`src/rtl/pkt_rx_sat_cnt.sv`:
```
// Up-counter that sticks at all-ones; a synchronous clear wins over an increment.
module pkt_rx_sat_cnt #(
  parameter int CNT_W = 16
) (
  input  logic             clk,
  input  logic             rst_n,
  input  logic             clr,
  input  logic             inc,
  output logic [CNT_W-1:0] cnt
);

  always_ff @(posedge clk or negedge rst_n) begin
    if (!rst_n) begin
      cnt <= '0;
    end else if (clr) begin
      cnt <= '0;
    end else if (inc && (cnt != {CNT_W{1'b1}})) begin
      cnt <= cnt + 1'b1;
    end
  end

endmodule

```
`config.mk`:
```
export PLATFORM = sky130hd
export DESIGN_NAME = pkt_rx_sat_cnt
export DESIGN_NICKNAME = d
export VERILOG_FILES = /design/src/rtl/pkt_rx_sat_cnt.sv
export SDC_FILE = /design/constraint.sdc
export NUM_CORES = 1
export LEC_CHECK = 0
export BUFFER_PORTS_ARGS = -buffer_cell sky130_fd_sc_hd__buf_2
export CAP_MARGIN = 40
export CORE_MARGIN = 4
export CORE_UTILIZATION = 52
export CTS_CLUSTER_DIAMETER = 50
export DETAILED_ROUTE_END_ITERATION = 10
export GPL_TIMING_DRIVEN = 0
export PLACE_DENSITY = 0.81
export REMOVE_ABC_BUFFERS = 1
export SETUP_SLACK_MARGIN = 0.5
export SYNTH_ARGS = -nofsm -noshare
export SYNTH_HDL_FRONTEND = slang
export SYNTH_SLANG_ARGS = --single-unit
```
`constraint.sdc`:
```
create_clock -name clk -period 2.6 [get_ports clk]
set_clock_uncertainty 0.15 [all_clocks]
set_input_delay 0.13 -clock clk [delete_from_list [all_inputs] [get_ports clk]]
set_output_delay 0.13 -clock clk [all_outputs]
set_load 0.1 [all_outputs]
```
# Word level (Yosys, flattened, before mapping)
# Cells that the tools add are included.
[classes]
n_reduce_logical = 2
muxes = 2
n_addsub = 1
n_eq_ne = 1
[op_table]
columns = ["operator", "count"]
rows = [
  ["$mux W16", 2],
  ["$add A16 B1 Y16 const B", 1],
  ["$ne A16 B16 Y1 const B", 1],
  ["$reduce_bool A2 Y1", 1],
  ["$logic_and A1 B1 Y1", 1],
]
[totals]
word_cells = 7
regBits = 16

# Depth between registers and ports, before layout
[depth]
ltp_word = 4
mapped_depth = 6
ltp_nobuf = 5

# Worst setup path before layout
# Ideal clock, no wire load.
[synth_timing]
path_type = "flip-flop to flip-flop"
from = "register cnt[0]"
to = "register cnt[15]"
slack_ns = -0.026
t_arrival_ns = 2.349
t_required_ns = 2.322
path_stages_with_launch = 6
path_buffers = 0
cell_sequence = "dfrtp_1 -> ha_1 -> nand4_2 -> nor4_4 -> nor4_1 -> mux2_1"
[synth_via]
elab_chain_cells = 3
[synth_rtl]
columns = ["element", "line", "text"]
rows = [
  ["start, declared", "9", "output logic [CNT_W-1:0] cnt"],
  ["start signal, assigned", "18", "cnt <= cnt + 1'b1;"],
  ["$add A16 B1 Y16 / $ne A16 B16 Y1 (equally long branches)", "18, 17", ""],
  ["$mux W16 / $logic_and A1 B1 Y1 (equally long branches)", "17", "end else if (inc && (cnt != {CNT_W{1'b1}})) begin"],
  ["$mux W16 / $reduce_bool A2 Y1 (equally long branches)", "--", ""],
]
# Several ways; a longest one is shown, not always the timed one. The select of a mux whose other input is x is not followed.
# A chain may end at the register's enable or synchronous reset.

# Worst setup path in the final report
[layout_timing]
from = "register cnt[0]"
to = "register cnt[3]"
# Same word-level chain as after synthesis.

==> summary.md <==
| Metric | Value |
|---|---|
| Worst-margin pin slew | 0.613 ns |
| Arr. time, crit path | 2.09 ns |
| Crit. End Element | flip-flop |
| Mapped Cells | 98 |
| Fin crit period | 2.01 ns |
| Fin. max-slew vios | 0 |
| RD Place Congestion | 0.828 |
| Dpl hpwl | 1.34 mm |
| Overflow after GRT | 0 |
| WHS | 0.0827 ns |
| Post-DR wirelength/cell | 14.7 um |
| Top cells by area, synth | dfrtp_1 (42%), a21oi_1 (5.8%), o31ai_1 (5.6%) |
| Number of library cell types mapped by synthesis | 28 |
| TritonCTS buffer count | 3 |
| Mapped cell area | 942 um2 |
| Tot GR Track Use | 0.176 |
| Yosys warning total | 0 |
| Htree depth | 1 |
| Top-count cell post-synth | dfrtp_1 |
| Slew Limit Headroom | 0.591 |
| Max IR drop VDD | 0.339 mV |
| Post-synth top area share | 0.425 |
| Antenna viol nets, final | 0 |
| Critical Path RT | 2.68 ns |
| Largest registers | cnt x16 |
| Root Buffer | clkbuf_4 |
| Worst-path clk slew | 0.10 ns |
| Avg Inst Size Synth | 9.61 um2 |
| Cell taking the most area after synthesis | dfrtp_1 |
| Layout area overhead | 18.6% |
| Diode count | 0 |
| Initial DRT Pass Iterations | 4 |
| Initial antenna violation count | 0 |
| Layout cells sized above 1 | 0.300 |
| Worst-skew pair later-pin latency | 0.29 ns |
| I/O pin count | 20 |
| Run status | completed |
| Crit path largest cell delay | 0.61 ns |
| DR vias/cell | 6.09 |
| Count of nets after finishing | 126 |
| Full die area | 0.00256 mm2 |
| HP Class | input pin to flip-flop |
| # setup viols final | 0 |
| Synth Register Bits | 16 |
| Row count | 15 |
| Number of flops mapped to enable cells by yosys | 0 |
| Sequential area share after synthesis | 0.425 |
| Critical-path maximum fanout | 15 |
| DRT Wirelength | 2.13 mm |
| Synth Flop Type | dfrtp_1 |
| Clock buffer depth | 2 |
| Vias in the first global route | 776 |
| Port Buffers | 19 |
| Largest register FFs | 16 |
| RSZ-0062 raised after global routing | false |
| Pre-CTS setup slack | 0.237 ns |
| Worst Setup Slack, final | 0.585 ns |
| Commonest cells post-synth | dfrtp_1 (16), a21oi_1 (11), o31ai_1 (7) |
| Vias | 883 |
| Chip Height | 50.6 um |
| Final Hold Vio Count | 0 |
| Clock tree sinks | 16 |
| Crit share post-route | 0.775 |
| Critical path class | flip-flop to flip-flop |
| CP max stage cell | or4_2 |
| Synth async-reset ratio | 1.00 |
| DRC errors left | 0 |
| Largest Register | cnt |
| Pwr dens | 423 mW/mm2 |
| MaxCap Viol Count | 0 |
| Static leakage | 0.508 nW |
| Largest net degree at the start of global routing | 23 |
| CTS tree | yes |
| 1st-iter DRT viols | 24 |
| Initial Util | 0.546 |
| Fmax | 0.496 GHz |
| Global-route wire length before repair | 3.44 mm |
| Critical-path cell list | ha_2 -> nand4_2 -> nor4_4 -> buf_4 -> or4_2 -> a21oi_1 |
| Die width | 50.6 um |
| Critical Path Start Type | flip-flop |
| Placeable Area | 0.00173 mm2 |
[worst max-delay path, delay by kind of cell (launching register included)]
| family | cells | cell delay (ns) |
|---|---|---|
| AOI/OAI and AO/OA | 1 | 0.15 |
| and+or+nand+nor | 3 | 0.79 |
| DFF | 1 | 0.45 |
| adders and majority gates | 1 | 0.22 |
| buffers and inverters | 1 | 0.18 |
[area by class of cell]
cell class	count	area (um2)
clock buffer	4	36.3
fill	168	609
inverter	3	11.3
multi-input combinational	74	507
sequential	16	402
tap	25	31.3
timing repair buffer	23	130
[per-stage QoR]
step | area (um2) | utilization | power (W) | TNS (ns) | instances
floorplan | 916 | - | 0.000285 | -1.03 | 93
global placement | 1040 | 0.604 | 0.000301 | 0 | 137
detailed placement | 1040 | 0.604 | 0.000303 | 0 | 137
CTS | 1110 | 0.641 | 0.000478 | 0 | 144
global route | 1120 | 0.647 | 0.000494 | 0 | 145
finish | 1120 | 0.647 | 0.000473 | 0 | 145
[final timing paths]
path / slack (ns) / cells past startpoint / endpoint / from
worst max-delay path: 0.59 / 6 / cnt[3]$_DFFE_PN0P_ / cnt[0]$_DFFE_PN0P_
worst min-delay path: 0.08 / 2 / cnt[4]$_DFFE_PN0P_ / clr
worst max register to register: 0.59 / 6 / cnt[3]$_DFFE_PN0P_ / cnt[0]$_DFFE_PN0P_
worst min register to register: 0.45 / 2 / cnt[10]$_DFFE_PN0P_ / cnt[10]$_DFFE_PN0P_
max in group asynchronous: 1.89 / 2 / cnt[0]$_DFFE_PN0P_ / rst_n
min in group asynchronous: 0.12 / 2 / cnt[13]$_DFFE_PN0P_ / rst_n
[power by group]
group / internal, W / total (W) / switching [W]
registers: 0.000251 / 0.000254 / 0.00000323
logic: 0.0000108 / 0.0000481 / 0.0000374
clock network: 0.0000854 / 0.000171 / 0.0000853
[metal layers]
metal  GRT usage  up-vias  routed length (um)
met5           0        -                   0
met2       0.307       26                1050
met3      0.0356        4                 117
li1            -      425                   -
met1       0.212      428                 933
met4      0.0673        0                  23
[cell usage in the layout, fill, tap and decap left out, types with 4 or more instances in the layout]
cell type / n
nor4_1: 4
o31ai_1: 7
nor2b_1: 4
mux2_1: 4
nand4_1: 6
nand2_1: 6
a21oi_1: 11
nor2_1: 4
buf_2: 19
dfrtp_1: 15
or4_1: 5
[what timing repair did]
item                       4_1_cts  5_1_grt
setup buffers                    1        1
pin swaps                        1        0
hold buffers                     2        0
setup endpoints to repair       12        4
gates resized for setup          0        2
hold endpoints to repair        17        0
[cells by family after synthesis]
| group | Yosys count | share of synthesized area |
|---|---|---|
| buffers and inverters | 8 | 0.0398 |
| and+or+nand+nor | 45 | 0.312 |
| AOI/OAI and AO/OA | 24 | 0.162 |
| muxes | 4 | 0.0478 |
| DFF | 16 | 0.425 |
| adders and majority gates | 1 | 0.0133 |
Note: power is estimated with default switching activity, not from simulation.
